## src/rtl/programmable_clock_divider.sv

```systemverilog
`default_nettype none
// +----------------------------------------------------------------------------+
// | programmable_clock_divider                                                 |
// | Runtime-loadable divider: registered divided clock plus period-start tick. |
// | Revision: 1.0                                                              |
// +----------------------------------------------------------------------------+
module programmable_clock_divider #(
    parameter int WIDTH       = 8,
    parameter int DEFAULT_DIV = 50
) (
    input  logic             Input_Clk,
    input  logic             Reset,
    input  logic             Enable,
    input  logic [WIDTH-1:0] Divisor,
    input  logic             Load,
    output logic             Output_Clk,
    output logic             Tick,
    output logic             Update_Pending,
    output logic [WIDTH-1:0] Count
);

    localparam logic [WIDTH-1:0] C_DEFAULT_DIV = WIDTH'(DEFAULT_DIV);
    localparam logic [WIDTH-1:0] C_MIN_DIV     = WIDTH'(2);

    logic [WIDTH-1:0] r_div;
    logic [WIDTH-1:0] r_pend;
    logic             r_pending;
    logic [WIDTH-1:0] r_count;
    logic             r_out_clk;
    logic             r_tick;

    logic             w_wrap;
    logic [WIDTH-1:0] w_clamped;
    logic [WIDTH-1:0] w_div_next;
    logic [WIDTH-1:0] w_count_next;

    // ">=" rather than "==" so a count stranded above a shrunken divisor still wraps
    assign w_wrap       = (r_count >= (r_div - 1'b1));
    assign w_clamped    = (Divisor < C_MIN_DIV) ? C_MIN_DIV : Divisor;
    assign w_div_next   = (w_wrap && r_pending) ? r_pend : r_div;
    assign w_count_next = w_wrap ? '0 : (r_count + 1'b1);

    always_ff @(posedge Input_Clk) begin
        if (Reset) begin
            r_div     <= C_DEFAULT_DIV;
            r_pend    <= C_DEFAULT_DIV;
            r_pending <= 1'b0;
            r_count   <= C_DEFAULT_DIV - 1'b1;
            r_out_clk <= 1'b0;
            r_tick    <= 1'b0;
        end else begin
            if (Enable) begin
                r_count   <= w_count_next;
                r_div     <= w_div_next;
                r_tick    <= w_wrap;
                r_out_clk <= (w_count_next < (w_div_next >> 1));
            end else begin
                r_tick    <= 1'b0;
            end

            // A load on a wrap edge survives the wrap and applies one period later
            if (Load) begin
                r_pend    <= w_clamped;
                r_pending <= 1'b1;
            end else if (Enable && w_wrap) begin
                r_pending <= 1'b0;
            end
        end
    end

    assign Output_Clk     = r_out_clk;
    assign Tick           = r_tick;
    assign Update_Pending = r_pending;
    assign Count          = r_count;

endmodule
`default_nettype wire

```

## config.mk

```make
export PLATFORM = sky130hd
export DESIGN_NAME = programmable_clock_divider
export DESIGN_NICKNAME = d
export VERILOG_FILES = /design/src/rtl/programmable_clock_divider.sv
export SDC_FILE = /design/constraint.sdc
export NUM_CORES = 1
export LEC_CHECK = 0
export BUFFER_PORTS_ARGS = -buffer_cell sky130_fd_sc_hd__buf_2
export CAP_MARGIN = 20
export CORE_ASPECT_RATIO = 0.8
export CORE_MARGIN = 3
export CORE_UTILIZATION = 45
export CTS_BUF_LIST = sky130_fd_sc_hd__clkbuf_16
export DETAILED_ROUTE_END_ITERATION = 10
export GPL_ROUTABILITY_DRIVEN = 0
export GPL_TIMING_DRIVEN = 0
export MAX_ROUTING_LAYER = met4
export PLACE_DENSITY = 0.64
export SLEW_MARGIN = 20
export SYNTH_ARGS = -nofsm -noshare
export SYNTH_HDL_FRONTEND = slang
export SYNTH_SLANG_ARGS = --single-unit
export TNS_END_PERCENT = 1
```

## constraint.sdc

```tcl
create_clock -name Input_Clk -period 3.1 [get_ports Input_Clk]
set_input_delay 0 -clock Input_Clk [delete_from_list [all_inputs] [get_ports Input_Clk]]
set_output_delay 0 -clock Input_Clk [all_outputs]
set_load 0.01 [all_outputs]
```

; Yosys cells after proc, flatten, opt, wreduce, memory -nomap -nowiden
; Cells that the tools add are included.
[word_totals]
regBits = 27
in_bits = 12
output_inout_bits = 11
wordCells = 23
[classes]
add_sub_neg = 2
order_cmp = 3
muxes = 5
bitwise_logic = 1
reduce_logical = 5
[ops]
columns = operator, n
row1 = 8-bit two-way mux, 3
row2 = 8-bit by 1-bit adder with 8-bit output (second input constant), 1
row3 = 8-bit >= comparator, 1
row4 = 8-bit by 2-bit less-than comparator with 1-bit output (second input constant), 1
row5 = 8-bit by 7-bit less-than comparator with 1-bit output, 1
row6 = 8-bit by 1-bit subtractor with 8-bit output (second input constant), 1
row7 = 1-bit logical AND, 2
row8 = 1-bit two-way mux, 2
row9 = 2-bit AND reduction, 1
row10 = 2-bit nonzero test, 1
row11 = 2-bit OR reduction, 1
row12 = 1-bit inverter, 1

; Logic depth before layout (Yosys ltp)
[depth]
word_depth = 5
depth_mapped = 16
depth_no_buf = 16

; Least setup slack after synthesis
; OpenSTA, ideal clock, no wires.
[synth_path]
path_kind = register -> register
startpoint = register r_div[2]
endpoint = register r_out_clk (netlist: Output_Clk)
setup_ns = 0.072
arrival_ns = 3.327
t_required_ns = 3.028
path_slack_ns = -0.298
path_stages_with_launch = 16
n_path_buf = 1
synth_period_minus_slack_ns = 3.398
cell_sequence = dfxtp_1 -> nor4_1 -> nand2_1 -> xor2_1 -> ha_1 -> a21o_1 -> a21o_1 -> clkbuf_1 -> o21ai_2 -> mux2i_1 -> ha_1 -> a21oi_1 -> nand4_1 -> or3_1 -> o22ai_1 -> a2bb2oi_1
[synth_between]
elab_chain_len = 5
word_cells_on_any_way = 6
cone_classes = add/sub (1) / order compare (2) / mux (2) / reduce/logical (1)
[synth_rtl]
columns = item, line
row1 = start: declaration, 25  ; logic [WIDTH-1:0] r_div;
row2 = start signal: assignment, 54  ; r_div <= w_div_next;
row3 = 8-bit by 1-bit subtractor with 8-bit output, 38  ; assign w_wrap = (r_count >= (r_div - 1'b1));
row4 = 8-bit >= comparator, 38
row5 = 1-bit logical AND, 40  ; assign w_div_next = (w_wrap && r_pending) ? r_pend : r_div;
row6 = 8-bit two-way mux, 40
row7 = 8-bit by 7-bit less-than comparator with 1-bit output *, 56  ; r_out_clk <= (w_count_next < (w_div_next >> 1));
row8 = end signal: assignment, 56
row9 = end: declaration, 29  ; logic r_out_clk;
; Mark *: on every way between the ends. The rest lies on a longest branch, timed or not.
; A chain may end at the register's enable or synchronous reset.

; Worst setup path after layout
[layout_path]
startpoint = register r_div[5]
endpoint = register r_out_clk (netlist: Output_Clk)
; Same word-level chain as after synthesis.

==> impl_metrics.yaml <==
grt:
  grt-ovfl-total: 0
  grt_pass1_wl_um: 8370
  grt_start_max_net_pins: 15
  grt_usage_pct: 22.4
  grt_pass1_vias: 1605
  antenna_found_initial: 0
sta:
  whs_ps: 3.39
  rsz0062_at_grt: "yes"
  setup_slack_ps: -239
  finalClockSkew_ps: 4.54
  finalCritPeriodShare_pct: 108
  drv_slew: 0
  hold_viol_final: 0
  relSlewSlack_pct: 56.8
  worstMarginPinSlew_ps: 648
  fmaxAchievable_mhz: 299
  setup_viol: 1
  finalCriticalPeriod_ps: 3340
synth:
  ys_seq_area_share_pct: 29.9
  syn-cell-area_mm2: 0.00181
  synth_area_per_cell_um2: 8.34
  synth_seq_cells: 27
  synth_cell_types: 41
  syn-num-nets: 245
  synth_flop_cell: "dfxtp_1"
  ys_warn_count: 0
  syn_inst: 217
  ys_async_sr_fraction_pct: 0
  synth_edf_count: 0
die:
  floorplan.initialDensity_pct: 49.8
  fp.dieArea_mm2: 0.00483
  rows: 19
  die_y_um: 62.7
  core_mm2: 0.00364
  dieWidth_um: 76.9
  io_pins: 23
cts:
  clk_latency_ps: 260
  clkSinkCount: 27
  htree_levels: 1
  cts_tree: "yes"
  max-clock-path-buffers: 2
  cts_buffers: 3
  clock-root-buffer: "clkbuf_16"
  clk_pin_slew_ps: 70
critical_path:
  critPathKind: "flop to flop"
  reg2reg_depth: 14
  critPathMaxFanout: 4
  slowest_stage: "dfxtp_2"
  critPathRequiredTime_ps: 3300
  arrival_ps: 3530
  worstSetupStartpointType: "flop"
  critPathMostFrequentCell: "ha_1"
  crit_start: "r_div[5]"
  end_kind: "flop"
  cpPeakStageDelay_ps: 350
  rr_startpoint: "r_div[5]"
  crit_chain: "nor4_4 > nand2_1 > xor2_1 > ha_1 > a21o_1 > a21o_4 > o21ai_4 > mux2i_1 > ha_1 > a21oi_2 > nand4_1 > or3_1 > o22ai_1 > a2bb2oi_1"
drt:
  drc_errors: 0
  wl_per_cell_um: 16.9
  ant_nets: 0
  first_pass_iters: 4
  vias: 1802
  routed_wl_um: 5170
  drt_iter0_drc: 132
  vias_per_cell: 5.91
min_path:
  hp-class: "input port to flop"
  hp-start: "Divisor[6]"
  hold_depth: 3
power_and_ir_drop:
  power_mw: 1.76
  vdd.ir_drop.worst_v: 0.000427
  cellPowerDensity_mw_per_mm2: 778
  p_leak_nw: 0.942
final_layout:
  nets: 282
  final_util_pct: 62.2
  n_antenna_cell: 0
  syn2layout_area_growth_pct: 25.0
  nFillCells: 339
  layout-drive-gt1-share_pct: 20.6
outcome:
  violations: "setup timing"
  run_status: "finished with violations"
run:
  max_cap_violations: 0
placed_design:
  port_buffers: 20
  dpl.hpwl_um: 3580
synthesized netlist by cell type, types with 4 or more instances:
cell / count / share of area [%]
nand2_1: 19 / 3.9
o211ai_1: 8 / 3.3
o21ai_0: 6 / 1.7
ha_1: 16 / 11
xnor2_1: 6 / 2.9
nor2_1: 14 / 2.9
nand3_1: 8 / 2.2
mux2i_1: 12 / 6.6
a21oi_1: 13 / 3.6
inv_1: 8 / 1.7
clkbuf_1: 8 / 1.7
xor2_1: 5 / 2.4
nor3_1: 9 / 2.5
and3_1: 8 / 2.8
or3_1: 4 / 1.4
dfxtp_1: 27 / 30
nor2b_1: 4 / 1.4
per-layer routing:
layer	up-vias	GRT usage [%]	wire length (um)
met4	0	6.79	63
met5	-	-	0
met1	856	32.4	2540
li1	884	-	-
met2	54	31.5	2210
met3	8	3.75	359
repair_timing:
item	CTS	global route
hold endpoints to repair	6	0
hold buffers	6	0
setup buffers	7	0
pin swaps	10	8
gates resized for setup	15	6
setup endpoints to repair	1	1
cell usage in the layout (no fill, tap or decap), types with 2 or more instances in the layout:
cell type       n
buf_4           7
o21a_1          2
o21ai_0         5
xor2_1          5
nand3_1         8
clkbuf_16       3
nand2_1        18
o31ai_1         2
nor2b_1         4
xnor2_1         6
and3_1          7
a21oi_1        11
nor4_1          2
clkbuf_1        7
dfxtp_4         3
ha_1           14
a21o_1          2
nor2_1         13
nand4_1         3
o211ai_1        8
mux2i_1        12
inv_1           9
a211oi_1        2
dfxtp_2         2
dlygate4sd3_1   6
buf_2          21
or3_1           4
a311o_1         3
a211o_1         3
o22ai_1         3
and2_1          2
nor3_1          9
dfxtp_1        22
a21oi_2         2
path summary, 6_finish.rpt:
check	endpoint	slack [ps]
max reg2reg	Output_Clk	-240
max	Output_Clk	-240
min	r_pend[6]	3
min reg2reg	r_div[7]	500
stage by stage:
stage | std cells | setup TNS [ps] | instance area, um^2 | setup WS, ps
CTS | 305 | -207 | 2230 | -207
global placement | 289 | -531 | 2010 | -531
global route | 305 | -380 | 2260 | -380
finish | 305 | -239 | 2260 | -239
detailed placement | 289 | -495 | 2010 | -495
floorplan | 217 | -60.0 | 1840 | -60.0
critical path, delay by kind of cell (launching register included):
family | cells | cell delay (ps)
xor gates and xnor gates | 1 | 160
muxes | 1 | 230
DFF | 1 | 350
and+or+nand+nor | 4 | 840
adders and majority gates | 2 | 590
AOI/OAI and AO/OA | 6 | 1090
flip-flops by register name, indices dropped and copies added, names as in the netlist:
| register | flops |
|---|---|
| Tick | 1 |
| Update_Pending | 1 |
| Count | 8 |
| r_pend | 8 |
| r_div | 8 |
| Output_Clk | 1 |
report_power, final:
group,internal (mW),switching [mW],leakage (nW)
Sequential,0.396,0.0729,0.223
Combinational,0.416,0.580,0.677
Clock,0.173,0.124,0.0423
layout make-up:
cell class	instances	area, um^2	area share [%]
plain buffers	8	31.3	1.38
clock buffers	3	75.1	3.32
clock inverters	1	3.75	0.166
inverters	8	30.0	1.33
multi-input cells	173	1290	57.0
flip-flops and latches	27	554	24.5
well taps	52	65.1	2.87
repair buffers	33	213	9.40
cell families after synthesis:
group,after synthesis,share of synthesized area (%)
buf+inv,17,3.59
simple gates,79,22.3
fa+ha+maj,16,11.1
mux,12,6.63
xor+xnor,11,5.32
compound gates,55,21.3
flops,27,29.9
(Power assumes the default switching activity.)
